$ cat src/rtl/syncfifo_flags.sv
// -----------------------------------------------------------------------------
// syncfifo_flags
//
// Single-clock show-ahead FIFO with an occupancy count, programmable
// almost-full / almost-empty thresholds and optional sticky error flags.
// Used between pipeline stages where back-pressure and early warning are
// needed but no clock crossing is involved.
//
// Parameters:
//   DATA_WIDTH    word width in bits
//   ADDR_WIDTH    log2 of depth (DEPTH = 1 << ADDR_WIDTH)
//   AFULL_THRESH  almost_full  when count >= this (1..DEPTH)
//   AEMPTY_THRESH almost_empty when count <= this (0..DEPTH-1)
//
// Ports:
//   clk          single clock, all state updates on posedge
//   rst          asynchronous active-high reset
//   wpush/wdata  write request and word; ignored while wfull
//   wfull        FIFO holds DEPTH words
//   rpull        read request, pops the head; ignored while rempty
//   rdata        head word (show-ahead), 0 while rempty
//   rempty       FIFO holds 0 words
//   count        occupancy 0..DEPTH
//   almost_full  count >= AFULL_THRESH
//   almost_empty count <= AEMPTY_THRESH
//   overflow     sticky: push attempted while full
//   underflow    sticky: pull attempted while empty
//   err_clr      synchronous clear of overflow/underflow
//
// Build option:
//   SYNCFIFO_ERR_FLAGS_EN  when defined, overflow/underflow are sticky flag
//                          registers; when undefined they are tied 0 and
//                          err_clr is ignored. The data path is identical.
// -----------------------------------------------------------------------------
module syncfifo_flags #(
  parameter int unsigned DATA_WIDTH    = 32,
  parameter int unsigned ADDR_WIDTH    = 4,
  parameter int unsigned AFULL_THRESH  = (1 << ADDR_WIDTH) - 2,
  parameter int unsigned AEMPTY_THRESH = 2
) (
  input  logic                  clk,
  input  logic                  rst,
  input  logic                  wpush,
  input  logic [DATA_WIDTH-1:0] wdata,
  output logic                  wfull,
  input  logic                  rpull,
  output logic [DATA_WIDTH-1:0] rdata,
  output logic                  rempty,
  output logic [ADDR_WIDTH:0]   count,
  output logic                  almost_full,
  output logic                  almost_empty,
  output logic                  overflow,
  output logic                  underflow,
  input  logic                  err_clr
);

  localparam int unsigned DEPTH = 1 << ADDR_WIDTH;

  localparam logic [ADDR_WIDTH:0] DEPTH_C  = DEPTH[ADDR_WIDTH:0];
  localparam logic [ADDR_WIDTH:0] AFULL_C  = AFULL_THRESH[ADDR_WIDTH:0];
  localparam logic [ADDR_WIDTH:0] AEMPTY_C = AEMPTY_THRESH[ADDR_WIDTH:0];

  // ---------------------------------------------------------------------------
  // Elaboration-time parameter checks
  // ---------------------------------------------------------------------------
  if (ADDR_WIDTH < 1 || ADDR_WIDTH > 30) begin : g_bad_addr_width
    $error("syncfifo_flags: ADDR_WIDTH=%0d out of range 1..30", ADDR_WIDTH);
  end

  if (DATA_WIDTH < 1) begin : g_bad_data_width
    $error("syncfifo_flags: DATA_WIDTH must be at least 1");
  end

  if (AFULL_THRESH < 1 || AFULL_THRESH > DEPTH) begin : g_bad_afull
    $error("syncfifo_flags: AFULL_THRESH=%0d out of range 1..%0d",
           AFULL_THRESH, DEPTH);
  end

  if (AEMPTY_THRESH > DEPTH - 1) begin : g_bad_aempty
    $error("syncfifo_flags: AEMPTY_THRESH=%0d out of range 0..%0d",
           AEMPTY_THRESH, DEPTH - 1);
  end

  // ---------------------------------------------------------------------------
  // State
  // ---------------------------------------------------------------------------
  logic [DATA_WIDTH-1:0] mem_q [DEPTH];

  logic [ADDR_WIDTH-1:0] wr_ptr_q, wr_ptr_d;
  logic [ADDR_WIDTH-1:0] rd_ptr_q, rd_ptr_d;
  logic [ADDR_WIDTH:0]   count_q,  count_d;

  logic push_ok;
  logic pull_ok;

  // ---------------------------------------------------------------------------
  // Flags decode from the count register only, so they never react
  // combinationally to wpush/rpull.
  // ---------------------------------------------------------------------------
  assign count        = count_q;
  assign wfull        = (count_q == DEPTH_C);
  assign rempty       = (count_q == '0);
  assign almost_full  = (count_q >= AFULL_C);
  assign almost_empty = (count_q <= AEMPTY_C);

  // Show-ahead head word, forced to zero while empty.
  assign rdata = rempty ? '0 : mem_q[rd_ptr_q];

  // ---------------------------------------------------------------------------
  // Next-state logic
  // ---------------------------------------------------------------------------
  always_comb begin
    push_ok  = wpush & ~wfull;
    pull_ok  = rpull & ~rempty;

    wr_ptr_d = wr_ptr_q;
    rd_ptr_d = rd_ptr_q;
    count_d  = count_q;

    if (push_ok) begin
      wr_ptr_d = wr_ptr_q + 1'b1;
    end
    if (pull_ok) begin
      rd_ptr_d = rd_ptr_q + 1'b1;
    end

    case ({push_ok, pull_ok})
      2'b10:   count_d = count_q + 1'b1;
      2'b01:   count_d = count_q - 1'b1;
      default: count_d = count_q;
    endcase
  end

  always_ff @(posedge clk or posedge rst) begin
    if (rst) begin
      wr_ptr_q <= '0;
      rd_ptr_q <= '0;
      count_q  <= '0;
    end else begin
      wr_ptr_q <= wr_ptr_d;
      rd_ptr_q <= rd_ptr_d;
      count_q  <= count_d;
    end
  end

  // Storage is not reset: stale words are unreachable once the pointers
  // and count are cleared.
  always_ff @(posedge clk) begin
    if (push_ok) begin
      mem_q[wr_ptr_q] <= wdata;
    end
  end

  // ---------------------------------------------------------------------------
  // Sticky error flags
  // ---------------------------------------------------------------------------
`ifdef SYNCFIFO_ERR_FLAGS_EN
  logic overflow_q,  overflow_d;
  logic underflow_q, underflow_d;

  // Clear first, then set, so a set condition in the same cycle as
  // err_clr wins and the flag stays high.
  always_comb begin
    overflow_d  = overflow_q;
    underflow_d = underflow_q;
    if (err_clr) begin
      overflow_d  = 1'b0;
      underflow_d = 1'b0;
    end
    if (wpush & wfull) begin
      overflow_d = 1'b1;
    end
    if (rpull & rempty) begin
      underflow_d = 1'b1;
    end
  end

  always_ff @(posedge clk or posedge rst) begin
    if (rst) begin
      overflow_q  <= 1'b0;
      underflow_q <= 1'b0;
    end else begin
      overflow_q  <= overflow_d;
      underflow_q <= underflow_d;
    end
  end

  assign overflow  = overflow_q;
  assign underflow = underflow_q;
`else
  logic unused_err_clr;
  assign unused_err_clr = err_clr;

  assign overflow  = 1'b0;
  assign underflow = 1'b0;
`endif

endmodule

$ cat config.mk
export PLATFORM = sky130hd
export DESIGN_NAME = syncfifo_flags
export DESIGN_NICKNAME = d
export VERILOG_FILES = /design/src/rtl/syncfifo_flags.sv
export SDC_FILE = /design/constraint.sdc
export NUM_CORES = 1
export LEC_CHECK = 0
export BUFFER_PORTS_ARGS = -buffer_cell sky130_fd_sc_hd__buf_4
export CORE_ASPECT_RATIO = 0.9
export CORE_UTILIZATION = 45
export CTS_BUF_LIST = sky130_fd_sc_hd__clkbuf_8
export DETAILED_ROUTE_END_ITERATION = 8
export MAX_ROUTING_LAYER = met4
export PLACE_DENSITY = 0.67
export SLEW_MARGIN = 10
export SYNTH_ARGS = -nofsm -noshare
export SYNTH_HDL_FRONTEND = slang
export SYNTH_SLANG_ARGS = --single-unit
$ cat constraint.sdc
create_clock -name clk -period 4.1 [get_ports clk]
set_input_delay 0.205 -clock clk [delete_from_list [all_inputs] [get_ports clk]]
set_output_delay 0.205 -clock clk [all_outputs]
set_load 0.01 [all_outputs]
==> impl_metrics.toml, run 1 <==
[synthesis]
yosysWarnings = 0
yosys-top-cells-area = "edfxtp_1, mux4_2, mux2_2"
yosys.cell_types.count = 42
synthesis.area_mm2 = 0.0204
synth_cells = 888
synth_top_area_share_pct = 75.5
ys_seq_area_share_pct = 77.1
async_flop_share_pct = 2.48
synth_edf_count = 512
ys.flop_type = "edfxtp_1"
synth_top_area_cell = "edfxtp_1"
synth_seq_cells = 525
synth.avg_cell_area_um2 = 22.9

[clocking]
cts_resized = 0
htreeDepth = 3
cts_sinks = 525
cts_made_buffers = 82
cts_setup_buffers = 0
clkLatencyLatePin_ps = 630
clock-root-buffer = "clkbuf_8"
clk_pin_slew_ps = 50
cts_hold_buffers = 34
cts_buffer_depth = 3
cts_tree = "yes"

[floorplanning]
fp.dieW_um = 226
die_h_um = 204
io_pins = 80
core_area_mm2 = 0.0444
start_util_pct = 45.9
die-area_mm2 = 0.0461
fp-row-count = 73

[critical_path]
crit_path_start_kind = "flip-flop"
cp_max_fo = 37
crit_end = "rdata[7]"
r2r_cells = 10
worstReg2RegStart = "count[1]"
path_buf_inv = 2
cp-end-kind = "output port"
r2r_slack_ps = 1060
startpoint = "rd_ptr_q[1]"
path_class = "reg -> out"
cp.depth = 5
worstPathCellList = "buf_4 -> mux4_2 -> mux2_2 -> a221o_1 -> buf_4"
path_delay_family = "flip-flops"
critPathMaxStageDelay_ps = 880
cpMostUsedCell = "buf_4"
cp_slowest_cell = "dfrtp_4"
r2r_end = "count[4]"
cp.arrival_ps = 3270
required_ps = 3890

[timing]
clock.fmax_mhz = 288
holdWs_ps = 67.3
tns_ps = 0
worst_slack_ps = 629
final-hold-violation-count = 0
post-route-period-util_pct = 84.7
setup_viol = 0
skew_ps = 28.7
worstMarginPinSlew_ps = 883
max-slew-margin-rel_pct = 41.0
finalWorstPathRequiredPeriod_ps = 3470
rsz0062_at_grt = "false"
drv_slew = 0

[cells_and_area]
design_area_mm2 = 0.0239
area_delta_synth_final_pct = 17.1
final_nets = 1119
drive_gt1_share_pct = 35.9

[global_route]
grt_pass1_vias = 10100
grt_overflow = 0
grt_pass1_wl_um = 62500
antenna_found_initial = 2
grt_max_degree = 42
grt.total_usage_pct = 19.2

[route]
drc = 0
vias = 9620
wl_um = 41400
drt_iter0_markers = 854
dr.pass1.iters = 5
viasPerCell = 5.55
ant_nets = 0
routedWlPerCell_um = 23.9

[pwr]
irDropWorstVdd_uv = 381
p_leak_uw = 0.00781
power_uw = 16200
power_density_mw_per_mm2 = 680

[run]
max_cap_violations = 0

[placement]
place_area_mm2 = 0.0220
numPortBuffers = 76
hpwl_um = 23100
gp_congestion = 0.730
dpl_worst_slack_ps = 1050

[worst_hold_path]
hp-class = "in -> reg"

[status]
status = "finished clean"
tightest hold or removal path: stages:
cell,delay [ps]
buf_4,110
o31a_1,180
nand2_1,110
xnor2_1,60
synthesized netlist by cell type (all sizes together), types with 2 or more instances:
library cell  number
o21ai              2
mux4             128
nand2              8
mux2              34
nor3b              2
a31oi              2
nor3               5
nand4              3
nor2b             32
nand3              2
nor2              18
xnor2              6
edfxtp           512
dfrtp             13
buf               35
nand2b             3
inv                5
a221o             32
xor2               5
ha                 9
a21oi              3
clkbuf            16
sequential cells by signal, summed over array words and instances, names as in the netlist:
register	count
count	5
mem_q	512
wr_ptr_q	4
rd_ptr_q	4
cell type report:
cell class              count  area [um^2]
diodes                      2         5.00
flip-flops and latches    525        15700
clock buffers              87         1200
inverters                   5         18.8
clock inverters            54          349
well taps                 600          751
multi-input cells         308         4480
repair buffers            151         1340
fillers                  3449        20500
power by group:
group / internal (uW) / total (uW) / switching [uW]
Sequential: 6480 / 7010 / 526
Combinational: 2630 / 5010 / 2380
Clock: 2260 / 4200 / 1940
through the flow:
step	util, %	cells
2_1_floorplan	-	889
3_3_place_gp	49.5	1555
3_5_place_dp	49.5	1555
4_1_cts	53.7	1730
5_1_grt	53.7	1732
6_report	53.7	1732
worst min-delay path by stage:
stage | endpoint | cells past startpoint | start
2_1_floorplan | count[0] | 1 | rst
3_3_place_gp | count[3] | 2 | rst
3_5_place_dp | count[3] | 2 | rst
4_1_cts | rd_ptr_q[2] | 4 | rpull
5_1_grt | rd_ptr_q[2] | 4 | rpull
6_report | rd_ptr_q[2] | 4 | rpull
layer usage:
metal	vias to the layer above	GRT usage, %	wire [um]
li1	4127	-	-
met1	5134	26.4	18400
met2	284	29.4	20000
met3	75	3.92	2240
met4	0	5.16	754
met5	-	-	0
cells in the final DEF (no fill, tap or decap), drive strengths merged, types with 3 or more instances in the layout:
cell / instances
a21oi: 3
a221o: 32
buf: 117
bufinv: 5
clkbuf: 87
clkinv: 17
dfrtp: 13
dlygate4sd3: 34
edfxtp: 512
ha: 9
inv: 35
mux2: 34
mux4: 128
nand2: 8
nand2b: 3
nand4: 3
nor2: 18
nor2b: 32
nor3: 5
xnor2: 6
xor2: 5
logic make-up (layout without fill, tap and decap cells):
family	after synthesis	after routing	synth area share, %
muxes	163	163	16.1
DFF	525	525	77.1
buffers and inverters	56	297	1.54
other	1	4	0.0184
adders and majority gates	9	9	0.553
xor gates and xnor gates	11	11	0.473
AOI/OAI and AO/OA	45	45	2.11
and+or+nand+nor	78	78	2.14
No activity file was read; power rests on OpenSTA's default activity.
==> inputs of run 2 (changes only) <==
==> constraint.sdc (replaced) <==
create_clock -name clk -period 3.05 [get_ports clk]
set_input_delay 0.1525 -clock clk [delete_from_list [all_inputs] [get_ports clk]]
set_output_delay 0.1525 -clock clk [all_outputs]
set_load 0.01 [all_outputs]
==> run 2 against run 1 <==
Net effect: worst hold slack got worse by 15 ps; largest power group unchanged; core utilization rose by 0.13 points; sequential cell count unchanged; critical path type unchanged; final cell count grew 1.3%; clock power up 24%; wire length increased by 2.4%; non-clock buffer count rose by 16.
==> impl_metrics.toml, run 2 (synthesized netlist as in run 1, its figures left out) <==
[clocking]
cts_made_buffers = 82
clkLatencyLatePin_ps = 630
cts_buffer_depth = 3
clock-root-buffer = "clkbuf_8"
cts_tree = "yes"
clk_pin_slew_ps = 70
cts_sinks = 525
htreeDepth = 3

[timing]
final-hold-violation-count = 0
drv_slew = 0
rsz0062_at_grt = "true"
worstMarginPinSlew_ps = 678
setup_viol = 0
post-route-period-util_pct = 96.8
max-slew-margin-rel_pct = 54.7
finalWorstPathRequiredPeriod_ps = 2950
skew_ps = 36.8
clock.fmax_mhz = 339

[route]
dr.pass1.iters = 4
vias = 9601
drt_iter0_markers = 812
wl_um = 42400
viasPerCell = 5.47
drc = 0
ant_nets = 0
routedWlPerCell_um = 24.2

[critical_path]
cp-end-kind = "output port"
worstReg2RegStart = "count[4]"
r2r_cells = 9
r2r_slack_ps = 310
path_class = "reg -> out"
cp.arrival_ps = 2800
startpoint = "rd_ptr_q[1]"
required_ps = 2900
cp_max_fo = 26
crit_path_start_kind = "flip-flop"
r2r_end = "count[4]"
crit_end = "rdata[21]"

[cells_and_area]
drive_gt1_share_pct = 36.7
layout_commonest_cell = "edfxtp_1"
final_nets = 1135
final_util_pct = 53.9
most-common-layout-cells = "edfxtp_1, mux4_2, buf_4, clkbuf_8"
largestRegisters = "mem_q x512, count x5"
regMostFlops = "mem_q"
largest_reg_flops = 512
area_delta_synth_final_pct = 17.4

[floorplanning]
die-area_mm2 = 0.0461
io_pins = 80
die_h_um = 204
core_area_mm2 = 0.0444
fp.dieW_um = 226
start_util_pct = 45.9
fp-row-count = 73

[global_route]
grt_pass1_vias = 10200
grt.total_usage_pct = 19.7
grt_max_degree = 38
antenna_found_initial = 1
grt_pass1_wl_um = 64000
grt_overflow = 0

[pwr]
power_uw = 21600
p_leak_uw = 0.00786
power_density_mw_per_mm2 = 904
irDropWorstVdd_uv = 421

[status]
status = "finished clean"

[placement]
gp_congestion = 0.764
hpwl_um = 23000
numPortBuffers = 76

[run]
max_cap_violations = 0

[worst_hold_path]
hold_depth = 5
hp-class = "in -> reg"
[run 2: cell types whose count changed in the layout (fill, tap and decap cells not counted), sizes merged]
cell,delta
clkbuf,-3
clkinv,+15
clkinvlp,+1
buf,+16
inv,-2
bufinv,-5
[run 2: per-stage QoR]
stage | TNS, ps | instance area (um^2) | setup WS [ps] | cells | hold slack, ps
after detailed placement | 0 | 22100 | 323 | 1568 | 240
after CTS | 0 | 23900 | 35.6 | 1752 | 23.7
after floorplan | -3000 | 20400 | -31.3 | 889 | 29.5
final | 0 | 23900 | 98.9 | 1754 | 52.1
after global routing | -0.522 | 23900 | -0.522 | 1753 | 80.2
after global placement | 0 | 22100 | 316 | 1568 | 241
[run 2: layout make-up]
cell class | count | area (um^2)
Fill cell | 3455 | 20500
Clock buffer | 84 | 1160
Clock inverter | 63 | 282
Antenna cell | 2 | 5.00
Timing Repair Buffer | 167 | 1490
Multi-Input combinational cell | 308 | 4510
Inverter | 5 | 18.8
Tap cell | 600 | 751
Sequential cell | 525 | 15700
[run 2: worst min path at each step]
stage               start           to  slack, ps
floorplan             rst     count[0]         30
global placement      rst     count[4]        240
detailed placement    rst     count[4]        240
CTS                 wpush  wr_ptr_q[0]         20
global route        wpush  wr_ptr_q[0]         80
finish              wpush  wr_ptr_q[0]         50
[run 2: routing by layer]
metal | GRT usage, % | up-vias | share of wire [%] | wire [um]
met1 | 27.0 | 5124 | 44 | 18800
met5 | - | - | 0 | 0
li1 | - | 4166 | - | -
met4 | 5.12 | 0 | 1.7 | 716
met3 | 3.32 | 70 | 4.6 | 1970
met2 | 30.9 | 241 | 49 | 21000
[run 2: timing repair]
action                     in CTS  in global routing
hold buffers                   34                  0
hold endpoints to repair      527                  0
setup endpoints to repair      28                  1
buffers inserted                3                  0
gates resized for setup         0                  1
[run 2: worst max-delay path, cell delays in order, from the launching register on]
cell and delay, ps:
dfrtp_4 560, buf_12 270, mux4_2 540, mux2_2 280
a221o_1 360, buf_4 170
[run 2: where the power goes]
group	internal [uW]	total, uW	switching, uW
clock	2580	5220	2650
combinational	3700	7290	3590
sequential	8720	9120	403
